## config.mk

```make
export PLATFORM = sky130hd
export DESIGN_NAME = uart_rx_param
export DESIGN_NICKNAME = d
export VERILOG_FILES = /design/src/rtl/uart_rx_param.sv
export SDC_FILE = /design/constraint.sdc
export NUM_CORES = 1
export LEC_CHECK = 0
export ABC_AREA = 1
export CAP_MARGIN = 20
export CORE_ASPECT_RATIO = 2
export CORE_MARGIN = 2
export CORE_UTILIZATION = 53
export CTS_CLUSTER_DIAMETER = 60
export CTS_CLUSTER_SIZE = 10
export DETAILED_ROUTE_END_ITERATION = 7
export PLACE_DENSITY = 0.86
export SYNTH_ARGS = -nofsm -noshare
export SYNTH_HDL_FRONTEND = slang
export SYNTH_SLANG_ARGS = --single-unit
```

## constraint.sdc

```tcl
create_clock -name clk_i -period 2.55 [get_ports clk_i]
set_clock_uncertainty 0.2 [all_clocks]
set_input_delay 0.255 -clock clk_i [delete_from_list [all_inputs] [get_ports clk_i]]
set_output_delay 0.255 -clock clk_i [all_outputs]
set_load 0.01 [all_outputs]
```

## src/rtl/uart_rx_param.sv

```systemverilog
// ---------------------------------------------------------------------------
// uart_rx_param
//   Parametrised UART receive engine. The serial line is synchronised, timed
//   with a free-running bit-period counter, and each bit is decided by a
//   3-sample majority vote around mid-period. Completed frames are handed to
//   the consumer over a valid/ready handshake, together with per-frame
//   parity and framing error flags.
//
// Parameters
//   CLKS_PER_BIT  clocks per bit period (>= 8)
//   DATA_BITS     data bits per frame, 5..9, LSB first
//   PARITY        0 = none, 1 = even, 2 = odd
//   STOP_BITS     1 or 2
//
// Ports
//   clk_i         system clock, rising edge
//   rst_ni        asynchronous active-low reset
//   rx_i          serial line, asynchronous to clk_i, idle high
//   ready_i       consumer accepts the held frame when high with valid_o
//   data_o        received word, bit 0 = first data bit
//   valid_o       frame available
//   parity_err_o  parity mismatch for the held frame
//   frame_err_o   a stop bit was sampled 0 for the held frame
//   overrun_o     sticky: a completed frame was dropped while valid_o was high
//   busy_o        receiver is not idle
// ---------------------------------------------------------------------------
module uart_rx_param #(
  parameter int CLKS_PER_BIT = 434,
  parameter int DATA_BITS    = 8,
  parameter int PARITY       = 0,
  parameter int STOP_BITS    = 1
) (
  input  logic                 clk_i,
  input  logic                 rst_ni,
  input  logic                 rx_i,
  input  logic                 ready_i,
  output logic [DATA_BITS-1:0] data_o,
  output logic                 valid_o,
  output logic                 parity_err_o,
  output logic                 frame_err_o,
  output logic                 overrun_o,
  output logic                 busy_o
);

  localparam int HALF = CLKS_PER_BIT / 2;
  localparam int TW   = $clog2(CLKS_PER_BIT);

  localparam logic [TW-1:0] T_LAST  = TW'(CLKS_PER_BIT - 1);
  localparam logic [TW-1:0] T_HM1   = TW'(HALF - 1);
  localparam logic [TW-1:0] T_HALF  = TW'(HALF);
  localparam logic [TW-1:0] T_HP1   = TW'(HALF + 1);
  localparam logic [TW-1:0] T_ZERO  = TW'(0);
  localparam logic [TW-1:0] T_ONE   = TW'(1);
  localparam logic [3:0]    BIT_LAST  = 4'(DATA_BITS - 1);
  localparam logic          STOP_LAST = 1'(STOP_BITS - 1);
  localparam logic          HAS_PAR   = (PARITY != 0) ? 1'b1 : 1'b0;
  localparam logic          ODD_PAR   = (PARITY == 2) ? 1'b1 : 1'b0;

  typedef enum logic [2:0] {
    S_IDLE    = 3'd0,
    S_START   = 3'd1,
    S_DATA    = 3'd2,
    S_PARITY  = 3'd3,
    S_STOP    = 3'd4,
    S_DELIVER = 3'd5
  } state_e;

  // Majority of three samples.
  function automatic logic maj3(input logic a, input logic b, input logic c);
    return (a & b) | (a & c) | (b & c);
  endfunction

  // XOR of all data bits (1 when the word holds an odd number of ones).
  function automatic logic xor_all(input logic [DATA_BITS-1:0] v);
    return ^v;
  endfunction

  logic                 rx_meta_q, rx_sync_q;
  state_e               state_q, state_d;
  logic [TW-1:0]        timer_q, timer_d;
  logic [3:0]           bit_cnt_q, bit_cnt_d;
  logic                 stop_cnt_q, stop_cnt_d;
  logic [1:0]           samp_q, samp_d;
  logic [DATA_BITS-1:0] shift_q, shift_d;
  logic                 perr_cand_q, perr_cand_d;
  logic                 ferr_cand_q, ferr_cand_d;
  logic                 armed_q, armed_d;
  logic [DATA_BITS-1:0] data_q, data_d;
  logic                 valid_q, valid_d;
  logic                 perr_q, perr_d;
  logic                 ferr_q, ferr_d;
  logic                 overrun_q, overrun_d;
  logic                 busy_q, busy_d;

  logic rx_s;
  logic at_dec_s;
  logic wrap_s;
  logic dec_s;
  logic [TW-1:0] timer_inc_s;

  assign rx_s        = rx_sync_q;
  assign at_dec_s    = (timer_q == T_HP1);
  assign wrap_s      = (timer_q == T_LAST);
  assign timer_inc_s = wrap_s ? T_ZERO : (timer_q + T_ONE);
  // Third vote is the live synchronised line at HALF+1.
  assign dec_s       = maj3(samp_q[0], samp_q[1], rx_s);

  // Two-flop synchroniser for the asynchronous serial line (idles high).
  always_ff @(posedge clk_i or negedge rst_ni) begin
    if (!rst_ni) begin
      rx_meta_q <= 1'b1;
      rx_sync_q <= 1'b1;
    end else begin
      rx_meta_q <= rx_i;
      rx_sync_q <= rx_meta_q;
    end
  end

  // Next-state, datapath and handshake logic.
  always_comb begin
    state_d     = state_q;
    timer_d     = timer_q;
    bit_cnt_d   = bit_cnt_q;
    stop_cnt_d  = stop_cnt_q;
    samp_d      = samp_q;
    shift_d     = shift_q;
    perr_cand_d = perr_cand_q;
    ferr_cand_d = ferr_cand_q;
    armed_d     = armed_q;
    data_d      = data_q;
    perr_d      = perr_q;
    ferr_d      = ferr_q;

    // First two votes are captured at HALF-1 and HALF.
    if (timer_q == T_HM1) begin
      samp_d[0] = rx_s;
    end else if (timer_q == T_HALF) begin
      samp_d[1] = rx_s;
    end else begin
      samp_d = samp_q;
    end

    // Consumer handshake; DELIVER below may override.
    if (valid_q && ready_i) begin
      valid_d   = 1'b0;
      overrun_d = 1'b0;
    end else begin
      valid_d   = valid_q;
      overrun_d = overrun_q;
    end

    case (state_q)
      S_IDLE: begin
        timer_d = T_ZERO;
        // Re-arm only after the line has been seen high, so a held-low
        // line (break) produces a single frame.
        if (rx_s) begin
          armed_d = 1'b1;
        end else if (armed_q) begin
          // This cycle is T0 (timer 0); the next cycle sees timer 1.
          state_d     = S_START;
          timer_d     = T_ONE;
          armed_d     = 1'b0;
          bit_cnt_d   = 4'd0;
          stop_cnt_d  = 1'b0;
          perr_cand_d = 1'b0;
          ferr_cand_d = 1'b0;
        end else begin
          armed_d = armed_q;
        end
      end
      S_START: begin
        timer_d = timer_inc_s;
        if (at_dec_s && dec_s) begin
          // False start: the line was high at mid-bit.
          state_d = S_IDLE;
          timer_d = T_ZERO;
        end else if (wrap_s) begin
          state_d   = S_DATA;
          bit_cnt_d = 4'd0;
        end else begin
          state_d = S_START;
        end
      end
      S_DATA: begin
        timer_d = timer_inc_s;
        if (at_dec_s) begin
          shift_d = {dec_s, shift_q[DATA_BITS-1:1]};
        end else begin
          shift_d = shift_q;
        end
        if (wrap_s) begin
          if (bit_cnt_q == BIT_LAST) begin
            state_d    = HAS_PAR ? S_PARITY : S_STOP;
            stop_cnt_d = 1'b0;
          end else begin
            bit_cnt_d = bit_cnt_q + 4'd1;
          end
        end else begin
          bit_cnt_d = bit_cnt_q;
        end
      end
      S_PARITY: begin
        timer_d = timer_inc_s;
        if (at_dec_s) begin
          perr_cand_d = ((xor_all(shift_q) ^ dec_s) != ODD_PAR);
        end else begin
          perr_cand_d = perr_cand_q;
        end
        if (wrap_s) begin
          state_d = S_STOP;
        end else begin
          state_d = S_PARITY;
        end
      end
      S_STOP: begin
        timer_d = timer_inc_s;
        if (at_dec_s) begin
          if (!dec_s) begin
            ferr_cand_d = 1'b1;
          end else begin
            ferr_cand_d = ferr_cand_q;
          end
          // Leave straight after the last stop decision so the next start
          // edge is never missed.
          if (stop_cnt_q == STOP_LAST) begin
            state_d = S_DELIVER;
          end else begin
            stop_cnt_d = stop_cnt_q + 1'b1;
          end
        end else begin
          stop_cnt_d = stop_cnt_q;
        end
      end
      S_DELIVER: begin
        timer_d = T_ZERO;
        state_d = S_IDLE;
        if (!valid_q || ready_i) begin
          data_d  = shift_q;
          perr_d  = perr_cand_q;
          ferr_d  = ferr_cand_q;
          valid_d = 1'b1;
        end else begin
          // Consumer still holds the previous frame: drop the new one.
          overrun_d = 1'b1;
        end
      end
      default: begin
        state_d = S_IDLE;
        timer_d = T_ZERO;
      end
    endcase

    busy_d = (state_d != S_IDLE);
  end

  // State, datapath and output registers.
  always_ff @(posedge clk_i or negedge rst_ni) begin
    if (!rst_ni) begin
      state_q     <= S_IDLE;
      timer_q     <= T_ZERO;
      bit_cnt_q   <= 4'd0;
      stop_cnt_q  <= 1'b0;
      samp_q      <= 2'b00;
      shift_q     <= '0;
      perr_cand_q <= 1'b0;
      ferr_cand_q <= 1'b0;
      armed_q     <= 1'b0;
      data_q      <= '0;
      valid_q     <= 1'b0;
      perr_q      <= 1'b0;
      ferr_q      <= 1'b0;
      overrun_q   <= 1'b0;
      busy_q      <= 1'b0;
    end else begin
      state_q     <= state_d;
      timer_q     <= timer_d;
      bit_cnt_q   <= bit_cnt_d;
      stop_cnt_q  <= stop_cnt_d;
      samp_q      <= samp_d;
      shift_q     <= shift_d;
      perr_cand_q <= perr_cand_d;
      ferr_cand_q <= ferr_cand_d;
      armed_q     <= armed_d;
      data_q      <= data_d;
      valid_q     <= valid_d;
      perr_q      <= perr_d;
      ferr_q      <= ferr_d;
      overrun_q   <= overrun_d;
      busy_q      <= busy_d;
    end
  end

  assign data_o       = data_q;
  assign valid_o      = valid_q;
  assign parity_err_o = perr_q;
  assign frame_err_o  = ferr_q;
  assign overrun_o    = overrun_q;
  assign busy_o       = busy_q;

endmodule

```

Word-level counts from Yosys, hierarchy flattened
Index checks and enable logic that the tools add are counted.
{"block": "op_classes", "addsub": 3, "eq_ne": 20, "n_mux": 41, "n_bitwise": 7, "reduce_logical": 19}
{"cell": "$eq 9x8->1 const B", "n": 3}
{"cell": "$pmux 9 s3", "n": 1}
{"cell": "$mux 4", "n": 6}
{"cell": "$mux 3", "n": 7}
{"cell": "$ne 2x2->1 const B", "n": 10}
{"cell": "$mux 1", "n": 18}
{"cell": "$mux 9", "n": 2}
{"cell": "$pmux 3 s5", "n": 1}
{"cell": "$pmux 4 s3", "n": 1}
{"cell": "$add 9x1->9 const B", "n": 1}
{"cell": "$eq 9x9->1 const B", "n": 1}
{"cell": "$reduce_bool 3->1", "n": 3}
{"cell": "$reduce_xor 8->1", "n": 1}
{"cell": "$reduce_and 7->1", "n": 1}
{"cell": "$eq 3x2->1 const B", "n": 2}
{"cell": "$eq 3x3->1 const B", "n": 2}
{"cell": "$reduce_and 2->1", "n": 3}
{"cell": "$reduce_and 6->1", "n": 1}
{"cell": "$reduce_and 5->1", "n": 1}
{"cell": "$add 4x1->4 const B", "n": 1}
{"cell": "$eq 4x3->1 const B", "n": 1}
{"cell": "$mux 2", "n": 2}
{"cell": "$pmux 1 s2", "n": 2}
{"cell": "$reduce_and 4->1", "n": 1}
{"cell": "13 further kinds", "n": 18}
{"block": "word_totals", "regBits": 45, "inputBits": 4, "out_inout_bits": 13, "word_cells": 108}

Longest topological paths before layout
{"block": "depth", "ltp_word": 7, "ltp_mapped": 11, "ltp_nobuf": 11}

Least setup slack after synthesis
Ideal clock, no wire load.
{"block": "synth_path", "path_kind": "reg2reg", "startpoint": "reg timer_q[1]", "endpoint": "reg timer_q[1]", "setup_ns": 0.124, "t_arrival_ns": 1.264, "required_ns": 2.226, "slack_ns": 0.962, "path_stages_with_launch": 10, "cell_sequence": "dfrtp_1 inv_1 ha_1 nand2_1 nor2_1 nand2_2 nand2_1 nor2_1 a21oi_4 nor2_1"}
{"block": "synth_via", "elab_chain_cells": 4, "word_cells_on_any_way": 7, "cone_classes": "add/sub (1); eq/ne (2); mux (3); reduce/logical (1)"}
{"item": "from (decl)", "line_no": "80", "source": "logic [TW-1:0] timer_q, timer_d;"}
{"item": "from (signal assigned)", "line_no": "277", "source": "timer_q <= timer_d;"}
{"item": "$add 9x1->9 (tied with other cells)", "line_no": "104", "source": "assign timer_inc_s = wrap_s ? T_ZERO : (timer_q + T_ONE);"}
{"item": "$mux 9 or $logic_and 1x1->1 (tied branches)", "line_no": "104, 174"}
{"item": "$mux 9", "line_no": "174", "source": "if (at_dec_s && dec_s) begin"}
{"item": "$pmux 9 s3 *", "line_no": "152", "source": "case (state_q)"}
{"item": "named net timer_d[1]", "line_no": "80"}
The timed path passes the listed nets; every way through them passes the cells marked *.
A chain may end at the register's enable or synchronous reset.

Worst setup path in the final report
{"block": "layout_path", "startpoint": "reg timer_q[1]", "endpoint": "reg timer_q[6]"}
The elaborated chain is that of the path after synthesis.

==> flow_summary.toml <==
[cells_and_area]
final_cell_area_um2 = 2510
areaGrowthSynthToFinish_pct = 15.3
number_of_antenna_cells_inserted = 0
finalCoreUtilization_pct = 62.6
nFillCells = 354
nNetsFinal = 297
drive_above_1_share_pct = 9.69

[clock_tree]
post-cts-setup-buffers = 0
post_cts.resized_instances = 0
cts.htree.levels = 2
cts_tree = "done"
cts.sinks = 44
cts_made_buffers = 5
cts.root.buffer_cell = "sky130_fd_sc_hd__clkbuf_8"
cts-root-to-sink-buffers = 2
clkLatencyLatePin_ns = 0.30
cts-hold-fix-buffers = 1
clkSlewWorstSetupHoldPaths_ns = 0.08

[power]
maximum_vdd_drop_mv = 0.442
p_leak_nw = 1.21
intPower_w = 0.00117
clock_power_share_pct = 31.6
portion_of_total_power_attributed_to_sequential_cells_pct = 49.7
p_comb_share_pct = 18.7
power_switching_share_pct = 29.2
power_per_cell_area_nw_per_um2 = 657
power_switching_w = 0.000481

[synthesis]
synth_xor_area_share_pct = 2.42
yosysTopAreaCellShare_pct = 48.4
synthSimpleGateAreaFrac_pct = 27.2
yosys.cell_types.count = 29
syn-instance-count = 265
largest_family_of_logic_cells_by_synthesized_area = "simple AND/OR/NAND/NOR gates"
synth_compound_gate_area_share_pct = 9.10
netlist_top_cells_count = "sky130_fd_sc_hd__nand2_1 (81), sky130_fd_sc_hd__dfrtp_1 (42), sky130_fd_sc_hd__inv_1 (35)"
yosys_warnings = 0
post_synth_mux_area_share_pct = 0.518
synthMostInstantiatedCell = "sky130_fd_sc_hd__nand2_1"
synth_top_area_cell = "sky130_fd_sc_hd__dfrtp_1"
summed_instance_area_of_the_synthesized_netlist_um2 = 2170
synth-main-ff-cell = "sky130_fd_sc_hd__dfrtp_1"
asyncSetResetFlopFracSynth_pct = 100
synth_top_cells_by_area = "sky130_fd_sc_hd__dfrtp_1 (48%), sky130_fd_sc_hd__nand2_1 (14%), sky130_fd_sc_hd__inv_1 (6.0%), sky130_fd_sc_hd__o21ai_0 (4.1%), sky130_fd_sc_hd__nor2_1 (3.6%)"
synthAdderAreaFrac_pct = 2.88
synth.yosys.seq_area_share_pct = 50.8
synthesis.area_per_instance_um2 = 8.20
synth_edf_count = 0
postSynthNetCount = 274
yosys_register_bits = 44

[placement]
dpl_worst_slack_ns = 0.766
io_buffers = 16
gp_routability_congestion = 0.780
postPlaceCellArea_um2 = 2380
half_perimeter_wire_length_after_placement_um = 3010

[global_routing]
grt_pass1_wl_um = 6950
grt.overflow.total = 0
grt_max_degree = 45
first_global_vias = 1721
antenna_violations_before_repair = 0
globalRouteTotalUtil_pct = 19.3

[routing]
finalWirelength_um = 3940
dr.first_iter.drc_count = 53
drc_errors = 0
vias_per_cell = 5.11
post_drt_wl_per_cell_um = 11.5
drt_pass1_iterations = 4
vias = 1741
drtAntennaViolNets = 0

[sta]
post-route-period-util_pct = 68.7
postLayoutSetupSlackWorst_ns = 0.799
final_report_max_slew_violation_count = 0
timing.final.hold_violations = 0
slew-limit-headroom_pct = 39.4
grt_setup_unrepaired = "false"
timing_worst_slew_pin_value_ns = 0.909
report.final.setup_viol = 0
fin_setup_tns_ns = 0
maxClockFrequency_mhz = 571
min_period_ns = 1.75

[die]
die-area_um2 = 4660
design.portCount = 17
die_h_um = 94.6
die_w_um = 49.3
initial_core_util_pct = 54.3
fp-row-count = 33
core_area_um2 = 4010

[critical_path]
timing_worst_setup_path_type = "reg2reg"
crit_fanout = 8
endpoint_kind = "register"
crit_arrival_ns = 1.73
critPathLaunchType = "register"
timing.critical_path.required_ns = 2.53
r2r_setup_slack_ns = 0.80

[min_path]
holdCritPathClass = "in2reg"

[outcome]
outcome = "completed"

[job]
number_of_max_capacitance_violations_reported = 0
==> state kept, by name (all words and copies together), names as in the netlist, 2 cells and up <==
| register | flops |
|---|---|
| data_o | 8 |
| samp_q | 2 |
| timer_q | 9 |
| shift_q | 8 |
| bit_cnt_q | 4 |
| state_q | 3 |
==> worst max-delay path: stages (launching register included) <==
cell and delay [ns]:
sky130_fd_sc_hd__dfrtp_1 0.41, sky130_fd_sc_hd__inv_1 0.09, sky130_fd_sc_hd__ha_1 0.16, sky130_fd_sc_hd__nand2_1 0.05, sky130_fd_sc_hd__nor2_1 0.11, sky130_fd_sc_hd__nand2_2 0.15, sky130_fd_sc_hd__nand2_1 0.09, sky130_fd_sc_hd__nor2_1 0.07
sky130_fd_sc_hd__a21oi_4 0.22, sky130_fd_sc_hd__nor2_1 0.07
==> through the flow <==
step	std cells	power (W)	hold slack, ns
floorplan	265	0.00105	-0.241
global placement	332	0.00112	0.147
global route	341	0.00174	0.165
CTS	341	0.00166	0.155
detailed placement	332	0.00114	0.154
finish	341	0.00165	0.163
==> routing by layer <==
metal  vias to the layer above  GRT usage, %  routed length (um)
met5                         -             0                   0
met4                         0          10.2                  86
met3                        10          3.48                 149
met2                        35          34.6                2090
met1                       814          21.1                1610
li1                        882             -                   -
==> placed cells by master, fill, tap and decap left out <==
master / n
sky130_fd_sc_hd__a21boi_0: 1
sky130_fd_sc_hd__a21oi_1: 1
sky130_fd_sc_hd__a21oi_4: 1
sky130_fd_sc_hd__buf_2: 1
sky130_fd_sc_hd__buf_4: 1
sky130_fd_sc_hd__bufinv_16: 1
sky130_fd_sc_hd__clkbuf_8: 5
sky130_fd_sc_hd__clkdlybuf4s50_1: 15
sky130_fd_sc_hd__clkinv_2: 1
sky130_fd_sc_hd__clkinvlp_4: 1
sky130_fd_sc_hd__dfrtp_1: 42
sky130_fd_sc_hd__dfstp_2: 2
sky130_fd_sc_hd__dlygate4sd3_1: 1
sky130_fd_sc_hd__ha_1: 5
sky130_fd_sc_hd__inv_1: 35
sky130_fd_sc_hd__inv_2: 2
sky130_fd_sc_hd__mux2_1: 1
sky130_fd_sc_hd__nand2_1: 81
sky130_fd_sc_hd__nand2_2: 2
sky130_fd_sc_hd__nand2_4: 1
sky130_fd_sc_hd__nand3_1: 15
sky130_fd_sc_hd__nand3_2: 2
sky130_fd_sc_hd__nand4_1: 5
sky130_fd_sc_hd__nor2_1: 21
sky130_fd_sc_hd__nor2_2: 3
sky130_fd_sc_hd__nor3_2: 2
sky130_fd_sc_hd__o211ai_1: 1
sky130_fd_sc_hd__o21a_1: 1
sky130_fd_sc_hd__o21ai_0: 18
sky130_fd_sc_hd__o21ai_1: 11
sky130_fd_sc_hd__o21ai_2: 1
sky130_fd_sc_hd__or2_1: 1
sky130_fd_sc_hd__or2_2: 2
sky130_fd_sc_hd__xnor2_1: 2
sky130_fd_sc_hd__xor2_1: 4
==> logic make-up (layout without fill, tap and decap cells) <==
kind of cell,after synthesis,after routing
adders and majority gates,5,5
xor gates and xnor gates,6,6
muxes,1,1
buffers and inverters,39,63
DFF,44,44
AOI/OAI and AO/OA,35,35
and+or+nand+nor,135,135
==> cell type report <==
class                           instances  area, um2  share of cell area, %
Clock buffer                            5       68.8                   2.75
Clock inverter                          3       42.5                   1.70
Inverter                               37        139                   5.54
Multi-Input combinational cell        182        915                   36.5
Sequential cell                        44       1100                   44.0
Tap cell                               52       65.1                   2.60
Timing Repair Buffer                   18        173                   6.89
==> power by group through the flow <==
stage               Clock [W]  Combinational [W]  Sequential (W)
floorplan                   0           0.000227        0.000822
global placement            0           0.000292        0.000828
detailed placement          0           0.000305        0.000832
CTS                  0.000533           0.000310        0.000818
global route         0.000557           0.000354        0.000828
finish               0.000520           0.000307        0.000819
==> worst paths after layout <==
check	from	to	cells after the start
hold reg to reg	rx_meta_q$_DFF_PN1_	rx_s$_DFF_PN1_	0
setup / recovery	timer_q[1]$_DFF_PN0_	timer_q[6]$_DFF_PN0_	9
min in group asynchronous	rst_ni	samp_q[0]$_DFFE_PN0N_	2
hold / removal	rx_i	rx_meta_q$_DFF_PN1_	1
max in group asynchronous	rst_ni	shift_q[3]$_DFFE_PN0P_	2
setup reg to reg	timer_q[1]$_DFF_PN0_	timer_q[6]$_DFF_PN0_	9
Note: power is estimated with default switching activity, not from simulation.
